### src/rtl/inferencia_regras_if.sv
// ---------------------------------------------------------------------------
// inferencia_regras_if
// Bus between the rule control unit (master) and the interval type-2
// inference block (slave).
//   Reset_Inf         : synchronous clear of the inference accumulators
//   clk_int           : rule strobe level (treated as data in the clk domain)
//   Sequencia_regras  : current rule index r = 3*i + j (0..8)
//   FOU_ativo         : active-term flags, [2:0] x1 terms, [5:3] x2 terms
//   mu_sup_x1/x2      : upper membership degrees, term t in [8t+7:8t]
//   mu_inf_x1/x2      : lower membership degrees, term t in [8t+7:8t]
//   F_sup / F_inf     : aggregated upper/lower firing strength per output term
//   Inf_pronto        : one-cycle pulse when the rule set is complete
//   estado            : current FSM state (test visibility)
// ---------------------------------------------------------------------------
interface inferencia_regras_if;
  logic        Reset_Inf;
  logic        clk_int;
  logic [3:0]  Sequencia_regras;
  logic [5:0]  FOU_ativo;
  logic [23:0] mu_sup_x1;
  logic [23:0] mu_inf_x1;
  logic [23:0] mu_sup_x2;
  logic [23:0] mu_inf_x2;
  logic [23:0] F_sup;
  logic [23:0] F_inf;
  logic        Inf_pronto;
  logic [1:0]  estado;

  modport master (
    output Reset_Inf, clk_int, Sequencia_regras, FOU_ativo,
           mu_sup_x1, mu_inf_x1, mu_sup_x2, mu_inf_x2,
    input  F_sup, F_inf, Inf_pronto, estado
  );

  modport slave (
    input  Reset_Inf, clk_int, Sequencia_regras, FOU_ativo,
           mu_sup_x1, mu_inf_x1, mu_sup_x2, mu_inf_x2,
    output F_sup, F_inf, Inf_pronto, estado
  );
endinterface

### src/rtl/inferencia_regras.sv
// ---------------------------------------------------------------------------
// inferencia_regras
// Interval type-2 fuzzy rule inference for a 3x3 rule base (two inputs with
// three terms each). Each rule strobe computes upper/lower firing strengths
// with min (stage 1) and aggregates them per output term with max (stage 2).
// Ports:
//   clk  : system clock, rising edge
//   rst  : synchronous active-high reset
//   bus  : inferencia_regras_if.slave (rule inputs, F_sup/F_inf, Inf_pronto,
//          estado)
// Configuration:
//   INF_FOU_MASK_EN : when defined, a rule whose x1 or x2 term is inactive in
//                     FOU_ativo contributes zero but still counts toward
//                     completion.
// ---------------------------------------------------------------------------
module inferencia_regras (
  input  logic               clk,
  input  logic               rst,
  inferencia_regras_if.slave bus
);

  typedef enum logic [1:0] {
    OCIOSO  = 2'b00,
    ACUMULA = 2'b01,
    PRONTO  = 2'b10
  } estado_t;

  function automatic logic [7:0] min8(input logic [7:0] a, input logic [7:0] b);
    return (a < b) ? a : b;
  endfunction

  function automatic logic [7:0] max8(input logic [7:0] a, input logic [7:0] b);
    return (a > b) ? a : b;
  endfunction

  function automatic logic [7:0] termo(input logic [23:0] v, input logic [1:0] t);
    case (t)
      2'd0:    return v[7:0];
      2'd1:    return v[15:8];
      2'd2:    return v[23:16];
      default: return 8'd0;
    endcase
  endfunction

  logic            clk_int_prev_r;
  logic            armado_r;
  logic            strobe_s;
  logic            regra_ok_s;
  logic            aceita_s;
  logic [1:0]      i_s;
  logic [1:0]      j_s;
  logic [2:0]      soma_s;
  logic [1:0]      k_s;
  logic [7:0]      sup1_s;
  logic [7:0]      sup2_s;
  logic [7:0]      inf1_s;
  logic [7:0]      inf2_s;
  logic [7:0]      fs_sup_s;
  logic [7:0]      fs_inf_s;

  logic            s1_valid_r;
  logic            s1_ultima_r;
  logic [1:0]      s1_k_r;
  logic [7:0]      s1_sup_r;
  logic [7:0]      s1_inf_r;

  logic [2:0][7:0] f_sup_r;
  logic [2:0][7:0] f_inf_r;
  logic            ultima_acum_r;
  estado_t         estado_r;
  logic            inf_pronto_r;

  // Rule strobe detection; armado_r blocks a strobe while clk_int is still
  // high from before reset release, until clk_int has been seen low.
  always_ff @(posedge clk) begin
    if (rst) begin
      clk_int_prev_r <= 1'b0;
      armado_r       <= ~bus.clk_int;
    end else begin
      clk_int_prev_r <= bus.clk_int;
      armado_r       <= armado_r | ~bus.clk_int;
    end
  end

  assign strobe_s = bus.clk_int & ~clk_int_prev_r & armado_r;
  assign aceita_s = strobe_s & regra_ok_s & ~bus.Reset_Inf;

  // Decode rule index into x1 term i and x2 term j; indices above 8 are invalid.
  always_comb begin
    i_s        = 2'd0;
    j_s        = 2'd0;
    regra_ok_s = 1'b1;
    case (bus.Sequencia_regras)
      4'd0:    begin i_s = 2'd0; j_s = 2'd0; end
      4'd1:    begin i_s = 2'd0; j_s = 2'd1; end
      4'd2:    begin i_s = 2'd0; j_s = 2'd2; end
      4'd3:    begin i_s = 2'd1; j_s = 2'd0; end
      4'd4:    begin i_s = 2'd1; j_s = 2'd1; end
      4'd5:    begin i_s = 2'd1; j_s = 2'd2; end
      4'd6:    begin i_s = 2'd2; j_s = 2'd0; end
      4'd7:    begin i_s = 2'd2; j_s = 2'd1; end
      4'd8:    begin i_s = 2'd2; j_s = 2'd2; end
      default: regra_ok_s = 1'b0;
    endcase
  end

  // Output term from i+j: {0,1} -> 0, 2 -> 1, {3,4} -> 2.
  always_comb begin
    soma_s = {1'b0, i_s} + {1'b0, j_s};
    case (soma_s)
      3'd0, 3'd1: k_s = 2'd0;
      3'd2:       k_s = 2'd1;
      3'd3, 3'd4: k_s = 2'd2;
      default:    k_s = 2'd0;
    endcase
  end

  // Firing strengths; lower degrees are clamped so the interval never inverts.
  always_comb begin
    sup1_s   = termo(bus.mu_sup_x1, i_s);
    sup2_s   = termo(bus.mu_sup_x2, j_s);
    inf1_s   = min8(termo(bus.mu_inf_x1, i_s), sup1_s);
    inf2_s   = min8(termo(bus.mu_inf_x2, j_s), sup2_s);
`ifdef INF_FOU_MASK_EN
    if (bus.FOU_ativo[{1'b0, i_s}] && bus.FOU_ativo[3'd3 + {1'b0, j_s}]) begin
      fs_sup_s = min8(sup1_s, sup2_s);
      fs_inf_s = min8(inf1_s, inf2_s);
    end else begin
      fs_sup_s = 8'd0;
      fs_inf_s = 8'd0;
    end
`else
    fs_sup_s = min8(sup1_s, sup2_s);
    fs_inf_s = min8(inf1_s, inf2_s);
`endif
  end

  // Stage 1: register firing strengths, output term and last-rule flag.
  always_ff @(posedge clk) begin
    if (rst) begin
      s1_valid_r  <= 1'b0;
      s1_ultima_r <= 1'b0;
      s1_k_r      <= 2'd0;
      s1_sup_r    <= 8'd0;
      s1_inf_r    <= 8'd0;
    end else if (bus.Reset_Inf) begin
      s1_valid_r  <= 1'b0;
      s1_ultima_r <= 1'b0;
    end else begin
      s1_valid_r <= aceita_s;
      if (aceita_s) begin
        s1_ultima_r <= (bus.Sequencia_regras == 4'd8);
        s1_k_r      <= k_s;
        s1_sup_r    <= fs_sup_s;
        s1_inf_r    <= fs_inf_s;
      end
    end
  end

  // Stage 2: max-aggregation into the per-term accumulators.
  always_ff @(posedge clk) begin
    if (rst || bus.Reset_Inf) begin
      f_sup_r       <= '0;
      f_inf_r       <= '0;
      ultima_acum_r <= 1'b0;
    end else begin
      ultima_acum_r <= s1_valid_r & s1_ultima_r;
      if (s1_valid_r) begin
        f_sup_r[s1_k_r] <= max8(f_sup_r[s1_k_r], s1_sup_r);
        f_inf_r[s1_k_r] <= max8(f_inf_r[s1_k_r], s1_inf_r);
      end
    end
  end

  // Control FSM; Inf_pronto is registered alongside the PRONTO state.
  always_ff @(posedge clk) begin
    if (rst || bus.Reset_Inf) begin
      estado_r     <= OCIOSO;
      inf_pronto_r <= 1'b0;
    end else begin
      case (estado_r)
        OCIOSO: begin
          inf_pronto_r <= 1'b0;
          if (aceita_s) estado_r <= ACUMULA;
        end
        ACUMULA: begin
          if (ultima_acum_r) begin
            estado_r     <= PRONTO;
            inf_pronto_r <= 1'b1;
          end else begin
            inf_pronto_r <= 1'b0;
          end
        end
        PRONTO: begin
          inf_pronto_r <= 1'b0;
          estado_r     <= aceita_s ? ACUMULA : OCIOSO;
        end
        default: begin
          estado_r     <= OCIOSO;
          inf_pronto_r <= 1'b0;
        end
      endcase
    end
  end

  assign bus.F_sup      = f_sup_r;
  assign bus.F_inf      = f_inf_r;
  assign bus.Inf_pronto = inf_pronto_r;
  assign bus.estado     = estado_r;

endmodule

### src/flat_wrapper.sv
// flat-port wrapper written by rule: the top's interface ports become plain ports
module inferencia_regras_flat 
  (clk, rst, bus_Reset_Inf, bus_clk_int, bus_Sequencia_regras, bus_FOU_ativo, bus_mu_sup_x1, bus_mu_inf_x1, bus_mu_sup_x2, bus_mu_inf_x2, bus_F_sup, bus_F_inf, bus_Inf_pronto, bus_estado);
  inferencia_regras_if bus_i ();
  input  logic clk;
  input  logic rst;
  input wire logic [$bits(bus_i.Reset_Inf)-1:0] bus_Reset_Inf;
  input wire logic [$bits(bus_i.clk_int)-1:0] bus_clk_int;
  input wire logic [$bits(bus_i.Sequencia_regras)-1:0] bus_Sequencia_regras;
  input wire logic [$bits(bus_i.FOU_ativo)-1:0] bus_FOU_ativo;
  input wire logic [$bits(bus_i.mu_sup_x1)-1:0] bus_mu_sup_x1;
  input wire logic [$bits(bus_i.mu_inf_x1)-1:0] bus_mu_inf_x1;
  input wire logic [$bits(bus_i.mu_sup_x2)-1:0] bus_mu_sup_x2;
  input wire logic [$bits(bus_i.mu_inf_x2)-1:0] bus_mu_inf_x2;
  output wire logic [$bits(bus_i.F_sup)-1:0] bus_F_sup;
  output wire logic [$bits(bus_i.F_inf)-1:0] bus_F_inf;
  output wire logic [$bits(bus_i.Inf_pronto)-1:0] bus_Inf_pronto;
  output wire logic [$bits(bus_i.estado)-1:0] bus_estado;
  assign bus_i.Reset_Inf = bus_Reset_Inf;
  assign bus_i.clk_int = bus_clk_int;
  assign bus_i.Sequencia_regras = bus_Sequencia_regras;
  assign bus_i.FOU_ativo = bus_FOU_ativo;
  assign bus_i.mu_sup_x1 = bus_mu_sup_x1;
  assign bus_i.mu_inf_x1 = bus_mu_inf_x1;
  assign bus_i.mu_sup_x2 = bus_mu_sup_x2;
  assign bus_i.mu_inf_x2 = bus_mu_inf_x2;
  assign bus_F_sup = bus_i.F_sup;
  assign bus_F_inf = bus_i.F_inf;
  assign bus_Inf_pronto = bus_i.Inf_pronto;
  assign bus_estado = bus_i.estado;
  inferencia_regras u_core (.clk(clk), .rst(rst), .bus(bus_i));
endmodule
### config.mk
export PLATFORM = sky130hd
export DESIGN_NAME = inferencia_regras_flat
export DESIGN_NICKNAME = d
export VERILOG_FILES = /design/src/rtl/inferencia_regras_if.sv /design/src/rtl/inferencia_regras.sv /design/src/flat_wrapper.sv
export SDC_FILE = /design/constraint.sdc
export NUM_CORES = 1
export LEC_CHECK = 0
export CORE_MARGIN = 1
export CORE_UTILIZATION = 30
export DETAILED_ROUTE_END_ITERATION = 12
export PLACE_DENSITY = 0.54
export SKIP_CTS_REPAIR_TIMING = 1
export SYNTH_ARGS = -nofsm -noshare
export SYNTH_HDL_FRONTEND = slang
export SYNTH_SLANG_ARGS = --single-unit
### constraint.sdc
create_clock -name clk -period 7.86 [get_ports clk]
set_input_delay 1.572 -clock clk [delete_from_list [all_inputs] [get_ports clk]]
set_output_delay 1.572 -clock clk [all_outputs]
set_load 0.05 [all_outputs]
# Word level (Yosys, flattened, before mapping)
# Cells that the tools add are included.
classes:
  eq_ne: 19
  add_sub_neg: 1
  muxes: 28
  magnitude_cmp: 8
  n_bitwise: 10
  n_reduce_logical: 16
op_table:
  columns: ["cell", "n"]
  rows:
  - ["8-bit one-hot mux with 3 select lines", 4]
  - ["8-bit two-way mux", 9]
  - ["24-bit bitwise mux", 2]
  - ["8-bit binary-select mux with 2-bit select", 2]
  - ["8-bit less-than comparator", 4]
  - ["8-bit demux with 2-bit select", 1]
  - ["4-bit by 3-bit equality test with 1-bit output (second input constant)", 4]
  - ["8-bit > comparator", 2]
  - ["2-bit one-hot mux with 2 select lines", 3]
  - ["3-bit OR reduction", 4]
  - ["9-bit OR reduction", 1]
  - ["4-bit by 2-bit equality test with 1-bit output (second input constant)", 2]
  - ["2-bit by 1-bit equality test with 1-bit output (second input constant)", 3]
  - ["2-bit equality test (second input constant)", 3]
  - ["3-bit by 2-bit equality test with 1-bit output (second input constant)", 2]
  - ["2-bit logical NOT", 3]
  - ["2-bit one-hot mux with 3 select lines", 1]
  - ["2-bit OR reduction", 3]
  - ["1-bit AND", 5]
  - ["4-bit by 1-bit equality test with 1-bit output (second input constant)", 1]
  - ["4-bit equality test (second input constant)", 1]
  - ["4-bit logical NOT", 1]
  - ["1-bit two-way mux", 4]
  - ["2-bit two-way mux", 2]
  - ["other kinds (10)", 15]
word_totals:
  regBits: 74
  wordCells: 98

# Longest topological paths before layout
logic_depth:
  word_depth: 9
  ltp_mapped: 26

# Least setup slack after synthesis
# Ideal clock, no wire load.
synth_path:
  path_type: "input port to flip-flop"
  start: "input bus_Sequencia_regras[0]"
  end: "register u_core.s1_inf_r[1]"
  n_path_buf: 5
  path_slack_ns: 1.658
  arrival_ns: 6.082
  t_required_ns: 7.740
  stages: 25
  setup_time_ns: 0.120
  path_cell_list: "buf_4 buf_6 nor2b_1 nor3_1 a211oi_2 nor2_1 buf_2 a21oi_1 ha_1 a21o_1 a21o_1 a21oi_1 nand2_1 clkbuf_1 nor3_1 nand2b_1 ha_1 and4_1 a21oi_1 nand2_1 or3_1 o31ai_2 buf_6 nor4b_1 a211o_1"
synth_via:
  elab_chain_cells: 9
synth_lines:
  columns: ["element", "line_no", "source"]
  rows:
  - ["from (decl)", "flat_wrapper.sv:9", "input wire logic [$bits(bus_i.Sequencia_regras)-1:0] bus_Sequencia_regras;"]
  - ["4-bit by 3-bit equality test with 1-bit output, or another cell as far along", "inferencia_regras.sv:93", "case (bus.Sequencia_regras)"]
  - ["3-bit OR reduction (no line)", null, null]
  - ["2-bit one-hot mux with 2 select lines", "inferencia_regras.sv:93", null]
  - ["2-bit equality test, or another cell as far along", "inferencia_regras.sv:37", "case (t)"]
  - ["8-bit one-hot mux with 3 select lines", "inferencia_regras.sv:37", null]
  - ["8-bit less-than comparator", "inferencia_regras.sv:29", "return (a < b) ? a : b;"]
  - ["8-bit two-way mux", "inferencia_regras.sv:29", null]
  - ["8-bit less-than comparator", "inferencia_regras.sv:29", null]
  - ["8-bit two-way mux", "inferencia_regras.sv:29", null]
  - ["to (signal assigned)", "inferencia_regras.sv:155", "s1_inf_r <= fs_inf_s;"]
  - ["to (decl)", "inferencia_regras.sv:65", "logic [7:0] s1_inf_r;"]
# Several ways; a longest one is shown, not always the timed one.
# A chain may end at the register's enable or synchronous reset.

# Worst setup path in the final report
layout_path:
  start: "input bus_Sequencia_regras[0]"
  end: "register u_core.s1_inf_r[3]"
# The elaborated chain is that of the path after synthesis.

==> results.yml <==
timing:
  post-route-worst-setup-slack_ps: 799
  totalNegativeSetupSlack_ps: 0
  skew_ps: 9.78
  max_slew.worst_pin.slew_ps: 1140
  grt_setup_unrepaired: "false"
  drv_slew: 0
  worst_hold_slack_ps: 471
  fin_crit_sh_pct: 89.8
  finalWorstPathRequiredPeriod_ps: 7060
  setup_viol_count_final: 0
  relSlewSlack_pct: 24.1
  max_freq_mhz: 142
  hold_viol_final: 0
floorplan:
  fp.coreArea_sq_mm: 0.0190
  fp.dieH_microns: 142
  top_level_ports: 161
  num_rows: 50
  die-width_microns: 142
  floorplan.initialDensity_pct: 31.1
  die_area_sq_mm: 0.0202
critical_path:
  setup.worst_path.class: "input port to flip-flop"
  worstSetupEndpointType: "flip-flop"
  worst-endpoint-arrival_ps: 7290
  cp_data_required_time_ps: 8090
  cp-start-kind: "input port"
  worst-path-max-fanout: 19
cells_and_area:
  seqCellArea_sq_mm: 0.00148
  finish.cell_count_without_fillers: 1133
  num-nets-final: 1024
  num_antenna_cells: 0
  synthToLayoutAreaGrowth_pct: 33.5
  fillCellCount: 1956
  layout.cell_area.non_filler_sq_mm: 0.00787
  multi_input_area_sq_mm: 0.00402
  finish.utilization_pct: 41.5
  post_route_cells_drive_above_1_share_pct: 6.19
placement:
  globalplace.congestion: 0.839
  detailedPlacementHpwl_microns: 13900
  placement.setup.worst_slack_ps: 287
  placed_area_sq_mm: 0.00759
  place.detailed.instances: 1117
  place.port_buffers: 154
power_and_ir_drop:
  power.density_cell_area_mw_per_mm2: 166
  leakage_nw: 2.99
  fin_total_pwr_mw: 1.31
  vdd_ir_drop_max_mv: 0.129
drt:
  initialDrtViolationCount: 373
  postRouteAntennaNets: 0
  wl_per_cell_microns: 16.4
  drt_pre_antenna_iters: 4
  route.vias.total: 5908
  avgViaCountPerCell: 5.21
  post-route-drc-count: 0
  routed_wl_microns: 18600
worst_hold_path:
  hold_path_class: "flip-flop to flip-flop"
clock_network:
  cts.clk_slew.worst_paths_ps: 60
  cts_inserted_buffers: 9
  insertion_delay_ps: 340
  cts.htree.levels: 3
  max_root_sink_buffers: 2
  cts.root.buffer_cell: "sky130_fd_sc_hd__clkbuf_16"
  cts.sinks: 74
  tritoncts_clock_tree: "done"
yosys:
  postSynthNetCount: 901
  edff_count_synth: 0
  synth_top_area_cell: "sky130_fd_sc_hd__dfxtp_1"
  synth_async_sr_flop_share_pct: 0
  post_synth_most_frequent_cells: "94 x sky130_fd_sc_hd__nand2_1, 74 x sky130_fd_sc_hd__dfxtp_1, 73 x sky130_fd_sc_hd__nor3_1"
  netlist.area_leader.share_pct: 25.1
  synth.ff_latch_count: 74
  mappedNetlistArea_sq_mm: 0.00589
  ys_top_cells_by_area: "sky130_fd_sc_hd__dfxtp_1 25%, sky130_fd_sc_hd__ha_1 9.6%, sky130_fd_sc_hd__o31a_1 7.1%"
  synth_cell_types: 63
  synth_area_per_cell_sq_um: 7.91
  postSynth.topFlopCell: "sky130_fd_sc_hd__dfxtp_1"
  postSynthCellCount: 745
  synthMostInstantiatedCell: "sky130_fd_sc_hd__nand2_1"
  synth.yosys.seq_area_share_pct: 25.1
  synthesis.yosys.warnings: 0
global_route:
  grt_overflow: 0
  grt_first_pass_wirelength_microns: 29900
  grt.total_usage_pct: 18.7
  grt_pass1_vias: 5659
  number_of_antenna_violations_at_the_first_check_in_global_routing: 0
  grt_start_max_net_pins: 66
run:
  timing.max_cap.violations: 0
outcome:
  run_status: "finished, final reports clean"
## placed cells by master, fill, tap and decap left out, types with 9 or more instances in the layout
| cell type | count |
|---|---|
| sky130_fd_sc_hd__nand2_1 | 94 |
| sky130_fd_sc_hd__o31a_1 | 48 |
| sky130_fd_sc_hd__o22ai_1 | 15 |
| sky130_fd_sc_hd__and3_1 | 14 |
| sky130_fd_sc_hd__clkdlybuf4s50_1 | 153 |
| sky130_fd_sc_hd__nor2b_1 | 10 |
| sky130_fd_sc_hd__buf_4 | 16 |
| sky130_fd_sc_hd__o211ai_1 | 10 |
| sky130_fd_sc_hd__a21oi_1 | 48 |
| sky130_fd_sc_hd__a211o_1 | 10 |
| sky130_fd_sc_hd__inv_1 | 28 |
| sky130_fd_sc_hd__ha_1 | 45 |
| sky130_fd_sc_hd__o21ai_0 | 18 |
| sky130_fd_sc_hd__dfxtp_1 | 74 |
| sky130_fd_sc_hd__a21o_1 | 18 |
| sky130_fd_sc_hd__clkbuf_16 | 9 |
| sky130_fd_sc_hd__nor3_1 | 73 |
| sky130_fd_sc_hd__a22o_1 | 22 |
| sky130_fd_sc_hd__nor2_1 | 18 |
| sky130_fd_sc_hd__mux2i_1 | 20 |
| sky130_fd_sc_hd__nand2b_1 | 13 |
## report_power, final
group	switching [mW]	internal (mW)
sequential	0.00620	0.383
clock	0.161	0.212
combinational	0.332	0.211
total	0.500	0.806
## layer usage
metal | vias to the layer above | track usage (%) | share of wire [%]
met5 | - | 0 | 0
met4 | 0 | 3.68 | 0.97
met3 | 11 | 2.93 | 3.8
met2 | 113 | 32.5 | 48
met1 | 2717 | 24.3 | 47
li1 | 3067 | - | -
## path summary, 6_finish.rpt
path | start | end | slack [ps] | cells past startpoint
worst min register to register | u_core.bus.estado[1]$_SDFFE_PP0P_ | u_core.bus.estado[1]$_SDFFE_PP0P_ | 470 | 1
worst max-delay path | bus_Sequencia_regras[0] | u_core.s1_inf_r[3]$_SDFFE_PP0P_ | 800 | 20
worst max register to register | u_core.s1_k_r[0]$_SDFFE_PP0P_ | u_core.bus.F_inf[22]$_SDFFE_PP0P_ | 4290 | 12
worst min-delay path | u_core.bus.estado[1]$_SDFFE_PP0P_ | u_core.bus.estado[1]$_SDFFE_PP0P_ | 470 | 1
## kinds of logic after synthesis
logic type / synth area share (%)
flops: 25.1
mux: 4.74
fa+ha+maj: 9.90
compound gates: 30.7
simple gates: 22.9
buf+inv: 6.65
## state kept, by name, indices dropped and copies added, names as in the netlist
register               cells
u_core.bus.Inf_pronto      1
u_core.s1_valid_r          1
u_core.bus.F_sup          24
u_core.armado_r            1
u_core.s1_ultima_r         1
u_core.ultima_acum_r       1
u_core.bus.F_inf          24
u_core.s1_sup_r            8
u_core.s1_inf_r            8
u_core.s1_k_r              2
u_core.bus.estado          2
u_core.clk_int_prev_r      1
## layout make-up
cell class / count / share of cell area, %
multi-input cells: 584 / 51.1
clock buffers: 9 / 2.86
clock inverters: 7 / 0.589
repair buffers: 170 / 21.1
well taps: 260 / 4.14
inverters: 29 / 1.38
flip-flops and latches: 74 / 18.8
## worst max-delay path, cell delays in order
cell,delay (ps)
sky130_fd_sc_hd__clkdlybuf4s50_1,720
sky130_fd_sc_hd__or3_1,650
sky130_fd_sc_hd__o2bb2ai_4,350
sky130_fd_sc_hd__nor2_2,200
sky130_fd_sc_hd__a21oi_1,350
sky130_fd_sc_hd__ha_1,320
sky130_fd_sc_hd__a21oi_1,150
sky130_fd_sc_hd__o21ai_0,150
sky130_fd_sc_hd__nor2b_1,140
sky130_fd_sc_hd__a41o_1,350
sky130_fd_sc_hd__mux2_2,420
sky130_fd_sc_hd__ha_1,320
sky130_fd_sc_hd__and4_1,230
sky130_fd_sc_hd__a21oi_1,200
sky130_fd_sc_hd__nand2_1,90
sky130_fd_sc_hd__or3_1,330
sky130_fd_sc_hd__o31ai_2,180
sky130_fd_sc_hd__buf_4,210
sky130_fd_sc_hd__nor4b_1,70
sky130_fd_sc_hd__a211o_1,280
Power figures use the tool's default switching activity.
